$ cat src/rtl/hazard_ctrl.sv
// Pipeline hazard unit: operand forwarding, load-use stall, branch flush and a
// multi-cycle EX-stage occupancy FSM, with a fixed stall/flush priority.
module hazard_ctrl #(
  parameter int unsigned MUL_LAT = 4  // EX occupancy of a multi-cycle op, 2..16
) (
  input  logic       clk,
  input  logic       reset,
  input  logic [4:0] Rs1D,
  input  logic [4:0] Rs2D,
  input  logic [4:0] Rs1E,
  input  logic [4:0] Rs2E,
  input  logic [4:0] RdE,
  input  logic       RegWriteE,
  input  logic       LoadE,
  input  logic       PCSrcE,
  input  logic       MulStartE,
  output logic       StallF,
  output logic       StallD,
  output logic       StallE,
  output logic       FlushD,
  output logic       FlushE,
  output logic [1:0] ForwardAE,
  output logic [1:0] ForwardBE,
  output logic       MulBusy,
  output logic       MulDone
);

  typedef enum logic {
    IDLE = 1'b0,
    BUSY = 1'b1
  } state_t;

  localparam logic [3:0] CNT_INIT = 4'(MUL_LAT - 2);
  localparam logic [1:0] FWD_RF   = 2'b00;
  localparam logic [1:0] FWD_WB   = 2'b01;
  localparam logic [1:0] FWD_MEM  = 2'b10;

  state_t     r_state;
  state_t     w_state_nxt;
  logic [3:0] r_cnt;
  logic [3:0] w_cnt_nxt;
  logic [4:0] r_rd_m;
  logic       r_rw_m;
  logic [4:0] r_rd_w;
  logic       r_rw_w;

  logic       w_mul_stall;
  logic       w_mul_done;
  logic       w_lw_stall;
  logic [1:0] w_fwd_a;
  logic [1:0] w_fwd_b;

  // MEM result is newer than WB, so it wins; x0 is hard-wired and never forwarded.
  function automatic logic [1:0] fwd_sel(input logic [4:0] rs,
                                         input logic [4:0] rd_m, input logic rw_m,
                                         input logic [4:0] rd_w, input logic rw_w);
    if (rw_m && (rd_m != 5'd0) && (rd_m == rs))      return FWD_MEM;
    else if (rw_w && (rd_w != 5'd0) && (rd_w == rs)) return FWD_WB;
    else                                             return FWD_RF;
  endfunction

  assign w_fwd_a    = fwd_sel(Rs1E, r_rd_m, r_rw_m, r_rd_w, r_rw_w);
  assign w_fwd_b    = fwd_sel(Rs2E, r_rd_m, r_rw_m, r_rd_w, r_rw_w);
  assign w_lw_stall = LoadE && RegWriteE && (RdE != 5'd0) &&
                      ((RdE == Rs1D) || (RdE == Rs2D));

  // NOTE: every signal driven here gets a default first, so no latch is inferred.
  always_comb begin
    w_state_nxt = r_state;
    w_cnt_nxt   = r_cnt;
    w_mul_stall = 1'b0;
    w_mul_done  = 1'b0;
    case (r_state)
      IDLE: begin
        if (MulStartE) begin
          w_state_nxt = BUSY;
          w_cnt_nxt   = CNT_INIT;
          w_mul_stall = 1'b1;
        end
      end
      BUSY: begin
        if (r_cnt != 4'd0) begin
          w_cnt_nxt   = r_cnt - 4'd1;
          w_mul_stall = 1'b1;
        end else begin
          w_state_nxt = IDLE;
          w_mul_done  = 1'b1;
        end
      end
      default: w_state_nxt = IDLE;
    endcase
  end

  // Outputs are forced low during reset even though the registers still hold old state.
  always_comb begin
    StallF    = 1'b0;
    StallD    = 1'b0;
    StallE    = 1'b0;
    FlushD    = 1'b0;
    FlushE    = 1'b0;
    ForwardAE = FWD_RF;
    ForwardBE = FWD_RF;
    MulBusy   = 1'b0;
    MulDone   = 1'b0;
    if (!reset) begin
      ForwardAE = w_fwd_a;
      ForwardBE = w_fwd_b;
      MulBusy   = (r_state == BUSY);
      MulDone   = w_mul_done;
      if (w_mul_stall) begin
        StallF = 1'b1;
        StallD = 1'b1;
        StallE = 1'b1;
      end else if (PCSrcE) begin
        FlushD = 1'b1;
        FlushE = 1'b1;
      end else if (w_lw_stall) begin
        StallF = 1'b1;
        StallD = 1'b1;
        FlushE = 1'b1;
      end
    end
  end

  // NOTE: clocked state uses non-blocking assignments so every register samples pre-edge values.
  always_ff @(posedge clk) begin
    if (reset) begin
      r_state <= IDLE;
      r_cnt   <= 4'd0;
      r_rd_m  <= 5'd0;
      r_rw_m  <= 1'b0;
      r_rd_w  <= 5'd0;
      r_rw_w  <= 1'b0;
    end else begin
      r_state <= w_state_nxt;
      r_cnt   <= w_cnt_nxt;
      if (w_mul_stall) begin
        // The held EX instruction must not advance, so MEM receives a bubble.
        r_rd_m <= 5'd0;
        r_rw_m <= 1'b0;
      end else begin
        r_rd_m <= RdE;
        r_rw_m <= RegWriteE;
      end
      r_rd_w <= r_rd_m;
      r_rw_w <= r_rw_m;
    end
  end

endmodule
$ cat config.mk
export PLATFORM = sky130hd
export DESIGN_NAME = hazard_ctrl
export DESIGN_NICKNAME = d
export VERILOG_FILES = /design/src/rtl/hazard_ctrl.sv
export SDC_FILE = /design/constraint.sdc
export NUM_CORES = 1
export LEC_CHECK = 0
export ABC_AREA = 1
export BUFFER_PORTS_ARGS = -buffer_cell sky130_fd_sc_hd__buf_2
export CORE_ASPECT_RATIO = 1.1
export CORE_MARGIN = 1.5
export CORE_UTILIZATION = 35
export DETAILED_ROUTE_END_ITERATION = 8
export SLEW_MARGIN = 30
export SYNTH_ARGS = -nofsm -noshare
export SYNTH_HDL_FRONTEND = slang
export SYNTH_SLANG_ARGS = --single-unit
$ cat constraint.sdc
create_clock -name clk -period 1.3 [get_ports clk]
set_input_delay 0.13 -clock clk [delete_from_list [all_inputs] [get_ports clk]]
set_output_delay 0.13 -clock clk [all_outputs]
set_load 0.03 [all_outputs]
### Word level (Yosys, flattened, before mapping)

Index checks and enable logic that the tools add are counted.
Widths: inputs -> output; s select.

* bitwise gates (word level): 1
* add/sub/neg operators: 1
* reductions and logical operators: 16
* divide/modulo/power cells: 0
* equal/unequal tests: 8
* multipliers: 0
* magnitude comparators: 0
* shift-type cells: 0
* muxes and demuxes: 28

Operators by type and width (number)
* $eq 5x5->1: 6
* $mux 1: 20
* $reduce_bool 5->1: 3
* $logic_and 1x1->1: 9
* $mux 2: 4
* $mux 4: 2
* $pmux 4 s2: 1
* $reduce_bool 4->1: 1
* $sub 4x1->4 const B: 1
* $ne 2x1->1 const B: 1
* $ne 2x2->1 const B: 1
* $pmux 1 s2: 1
* $reduce_and 2->1: 1
* $reduce_or 2->1: 1
* $logic_or 1x1->1: 1
* $not 1->1: 1

* bits in read-only memories: 0
* bits in writable memories: 0
* latch bits: 0
* register bits after elaboration: 17
* memories: 0
* logic and storage cells: 60

### Longest topological paths before layout

* depth in word-level cells: 7
* depth in mapped cells: 9
* depth with buffers taken out: 9

### Least setup slack after synthesis

Ideal clock, no wire load.

* path type: reg2out
* start: reg r_rd_m[1]
* end: out ForwardAE[1]
* slack: -390 ps
* cell stages (with the launch flop): 4
* buffers on the path: 0
* arrival time: 1560 ps
* cells stage by stage: dfxtp_1 xnor2_1 nand2_1 nor4_1

* cells in the longest elaborated chain, start to end: 5

RTL lines
* start: declaration: RTL line 42 `logic [4:0] r_rd_m;`
* start signal: assignment: RTL line 142 `r_rd_m <= RdE;`
* $reduce_bool 5->1: RTL line 57 `if (rw_m && (rd_m != 5'd0) && (rd_m == rs)) return FWD_MEM;`
* $logic_and 1x1->1: RTL line 57
* $logic_and 1x1->1 *: RTL line 57
* $mux 2 *: RTL line 57
* $mux 2 *: RTL line 105 `if (!reset) begin`
* end: declaration: RTL line 22 `output logic [1:0] ForwardAE,`

Mark *: on every way between the ends. The rest lies on a longest branch, timed or not.

### Final worst setup path

* start: reg r_cnt[1]
* end: out FlushE

* cells in the longest elaborated chain, start to end: 5

RTL lines
* start: declaration: RTL line 40 `logic [3:0] r_cnt;`
* start signal: assignment: RTL line 136 `r_cnt <= w_cnt_nxt;`
* $reduce_bool 4->1: RTL line 82 `if (r_cnt != 4'd0) begin`
* $mux 1: RTL line 82
* $pmux 1 s2: RTL line 73 `case (r_state)`
* $mux 1: RTL line 110 `if (w_mul_stall) begin`
* $mux 1: RTL line 105
* end: declaration: RTL line 21 `output logic FlushE,`

Every way passes these cells.

==> impl_metrics.json <==
{
  "gr-total-overflow": 0,
  "arrival_ns": 1.48,
  "maxSlewViolCount": 0,
  "violations": "setup timing",
  "powerDensity_nw_per_um2": 842,
  "wl_um": 2850,
  "rows": 21,
  "grt_pass1_wl_um": 4850,
  "yosys.area.top_type_share_pct": 29.9,
  "finalSetupViolations": 10,
  "critical_path_class": "reg2out",
  "drive_gt1_share_pct": 48.5,
  "area_growth_pct": 60.5,
  "nets": 270,
  "cts_max_level": 1,
  "final_core_util_pct": 59.4,
  "yosys_warnings": 0,
  "final_area_um2": 1830,
  "cts_hold_buf": 0,
  "dp_hpwl_um": 2080,
  "core-area_um2": 3070,
  "pin_count": 42,
  "avgSynthCellArea_um2": 6.46,
  "port-buffer-count": 41,
  "cts_buffer_depth": 2,
  "slew_headroom_pct": 83.0,
  "clkTransAtPathRegs_ns": 0.10,
  "yosysTopAreaCell": "dfxtp_1",
  "synthArstFlopShare_pct": 0,
  "worstPathRequired_ns": 1.17,
  "peakVddDrop_mv": 0.547,
  "numCtsBuffers": 3,
  "p_leak_nw": 0.913,
  "synthTopCellsByArea": "dfxtp_1, xnor2_1, nand2_1, inv_1, nor2_1",
  "routedWlPerCell_um": 10.5,
  "fp.dieH_um": 62.8,
  "timing.final.ws_setup_ns": -0.311,
  "synth_common_cells": "nand2_1, inv_1, nor2_1",
  "status": "finished, violations left",
  "fin_crit_sh_pct": 124,
  "syn_nets": 208,
  "yosysMostFrequentCell": "nand2_1",
  "syn_area_um2": 1140,
  "yosysSeqAreaShare_pct": 29.9,
  "cts_tree": "yes",
  "path_max_fanout": 3,
  "place_area_um2": 1510,
  "first_pass_iters": 4,
  "start_util_pct": 37.0,
  "clock.fmax_mhz": 621,
  "synth_seq_cells": 17,
  "synth_edf_count": 0,
  "start_kind": "flop",
  "drtIter0Drc": 69,
  "grt_usage_pct": 16.7,
  "clock-sinks": 17,
  "yosysUniqueCellTypes": 21,
  "dieWidth_um": 57.4,
  "rsz0062_at_grt": "yes",
  "root_buffer": "clkbuf_4",
  "hp-class": "in2reg",
  "clock_skew_ns": 0.0115,
  "grt_max_degree": 10,
  "antenna_cells": 0,
  "final_hold_viol_count": 0,
  "syn_inst": 176,
  "ant_nets": 0,
  "grt_pass1_vias": 1194,
  "via_per_inst": 4.54,
  "fill_cells": 290,
  "tightest_slew_ns": 0.253,
  "die_area_um2": 3600,
  "antenna_found_initial": 0,
  "clock_latency_ns": 0.29,
  "drc": 0,
  "crit_path_end_kind": "output port",
  "drv_cap": 0,
  "synth_ff_type": "dfxtp_1",
  "period_needed_ns": 1.61,
  "place_congestion": 0.898,
  "power_mw": 1.54,
  "vias": 1230
}
[per-stage QoR]
step / setup TNS [ns] / cells / setup slack, ns / hold WS, ns
2_1_floorplan: -0.0861 / 176 / -0.0824 / 0.242
3_3_place_gp: 0 / 258 / 0.0127 / 0.370
3_5_place_dp: -0.00441 / 258 / -0.00441 / 0.367
4_1_cts: -2.26 / 267 / -0.294 / 0.0606
5_1_grt: -3.14 / 271 / -0.391 / 0.0664
6_report: -2.17 / 271 / -0.311 / 0.0720
[power by group]
part	total (mW)	switching (mW)	internal [mW]
clock network	0.276	0.157	0.119
logic	0.668	0.334	0.334
registers	0.594	0.0328	0.561
total	1.54	0.523	1.01
[kinds of logic (layout without fill, tap and decap cells)]
kind of cell / count (synthesis) / after routing / share of synthesized area [%]
compound gates: 6 / 6 / 3.52
fa+ha+maj: 1 / 1 / 1.10
simple gates: 95 / 95 / 36.5
flops: 17 / 17 / 29.9
xor+xnor: 22 / 22 / 16.9
buf+inv: 35 / 96 / 12.0
[metal layers]
metal	track usage [%]	vias up	routed length, um
met5	0	-	0
met4	7.27	0	62
met3	0.828	6	139
met2	29.0	42	1440
met1	20.8	531	1210
li1	-	651	-
[cells in the final DEF (no fill, tap or decap)]
| cell type | n |
|---|---|
| nor2_4 | 1 |
| xnor2_4 | 2 |
| nand2_2 | 5 |
| nor2_2 | 3 |
| a21oi_1 | 3 |
| o21a_1 | 1 |
| nor3_2 | 3 |
| nand4_1 | 4 |
| dfxtp_4 | 2 |
| dfxtp_2 | 10 |
| xnor2_2 | 7 |
| xor2_1 | 1 |
| clkbuf_1 | 1 |
| clkbuf_4 | 3 |
| nand3_2 | 2 |
| nor3_1 | 2 |
| inv_4 | 1 |
| buf_6 | 9 |
| buf_4 | 19 |
| nand2_4 | 4 |
| nor4_2 | 1 |
| nor2_1 | 26 |
| xnor2_1 | 12 |
| o21ai_2 | 2 |
| inv_1 | 26 |
| nand2_1 | 35 |
| nand3_1 | 6 |
| inv_2 | 5 |
| ha_4 | 1 |
| nor4_4 | 1 |
| nand3_4 | 2 |
| buf_2 | 31 |
| clkinvlp_4 | 1 |
| dfxtp_1 | 5 |
[layout make-up]
type	count	area (um^2)	share of cell area, %
clock buffer	4	26.3	1.44
inverter	33	130	7.13
sequential	17	360	19.7
timing repair buffer	59	399	21.9
multi-input combinational	124	867	47.5
tap	34	42.5	2.33
[critical path, cell delays in order (launching register included)]
cell	delay, ns
dfxtp_2	0.34
inv_2	0.07
ha_4	0.15
nand3_4	0.07
nand2_4	0.08
nand2_4	0.07
nor2_4	0.14
nand3_2	0.08
nand2_2	0.08
buf_6	0.12
[path summary, 6_finish.rpt]
| check | to | slack, ns | cells after the start | start |
|---|---|---|---|---|
| hold / removal | r_rw_m | 0.07 | 3 | RegWriteE |
| setup reg to reg | r_cnt[1] | 0.03 | 10 | r_cnt[1] |
| setup / recovery | FlushE | -0.31 | 9 | r_cnt[1] |
| hold reg to reg | r_rw_w | 0.43 | 2 | r_rw_m |
[repair_timing]
action                                  in CTS  in global routing
endpoints found under the setup margin      10                 19
resized for setup                           43                 17
pin swaps                                    9                 11
gates cloned                                 0                  0
setup buffers                                5                  5
[flip-flops by register name, summed over array words and instances, names as in the netlist]
| register | cells |
|---|---|
| r_cnt | 4 |
| r_rw_m | 1 |
| r_state | 1 |
| r_rd_m | 5 |
| r_rd_w | 5 |
| r_rw_w | 1 |
(Power assumes the default switching activity.)
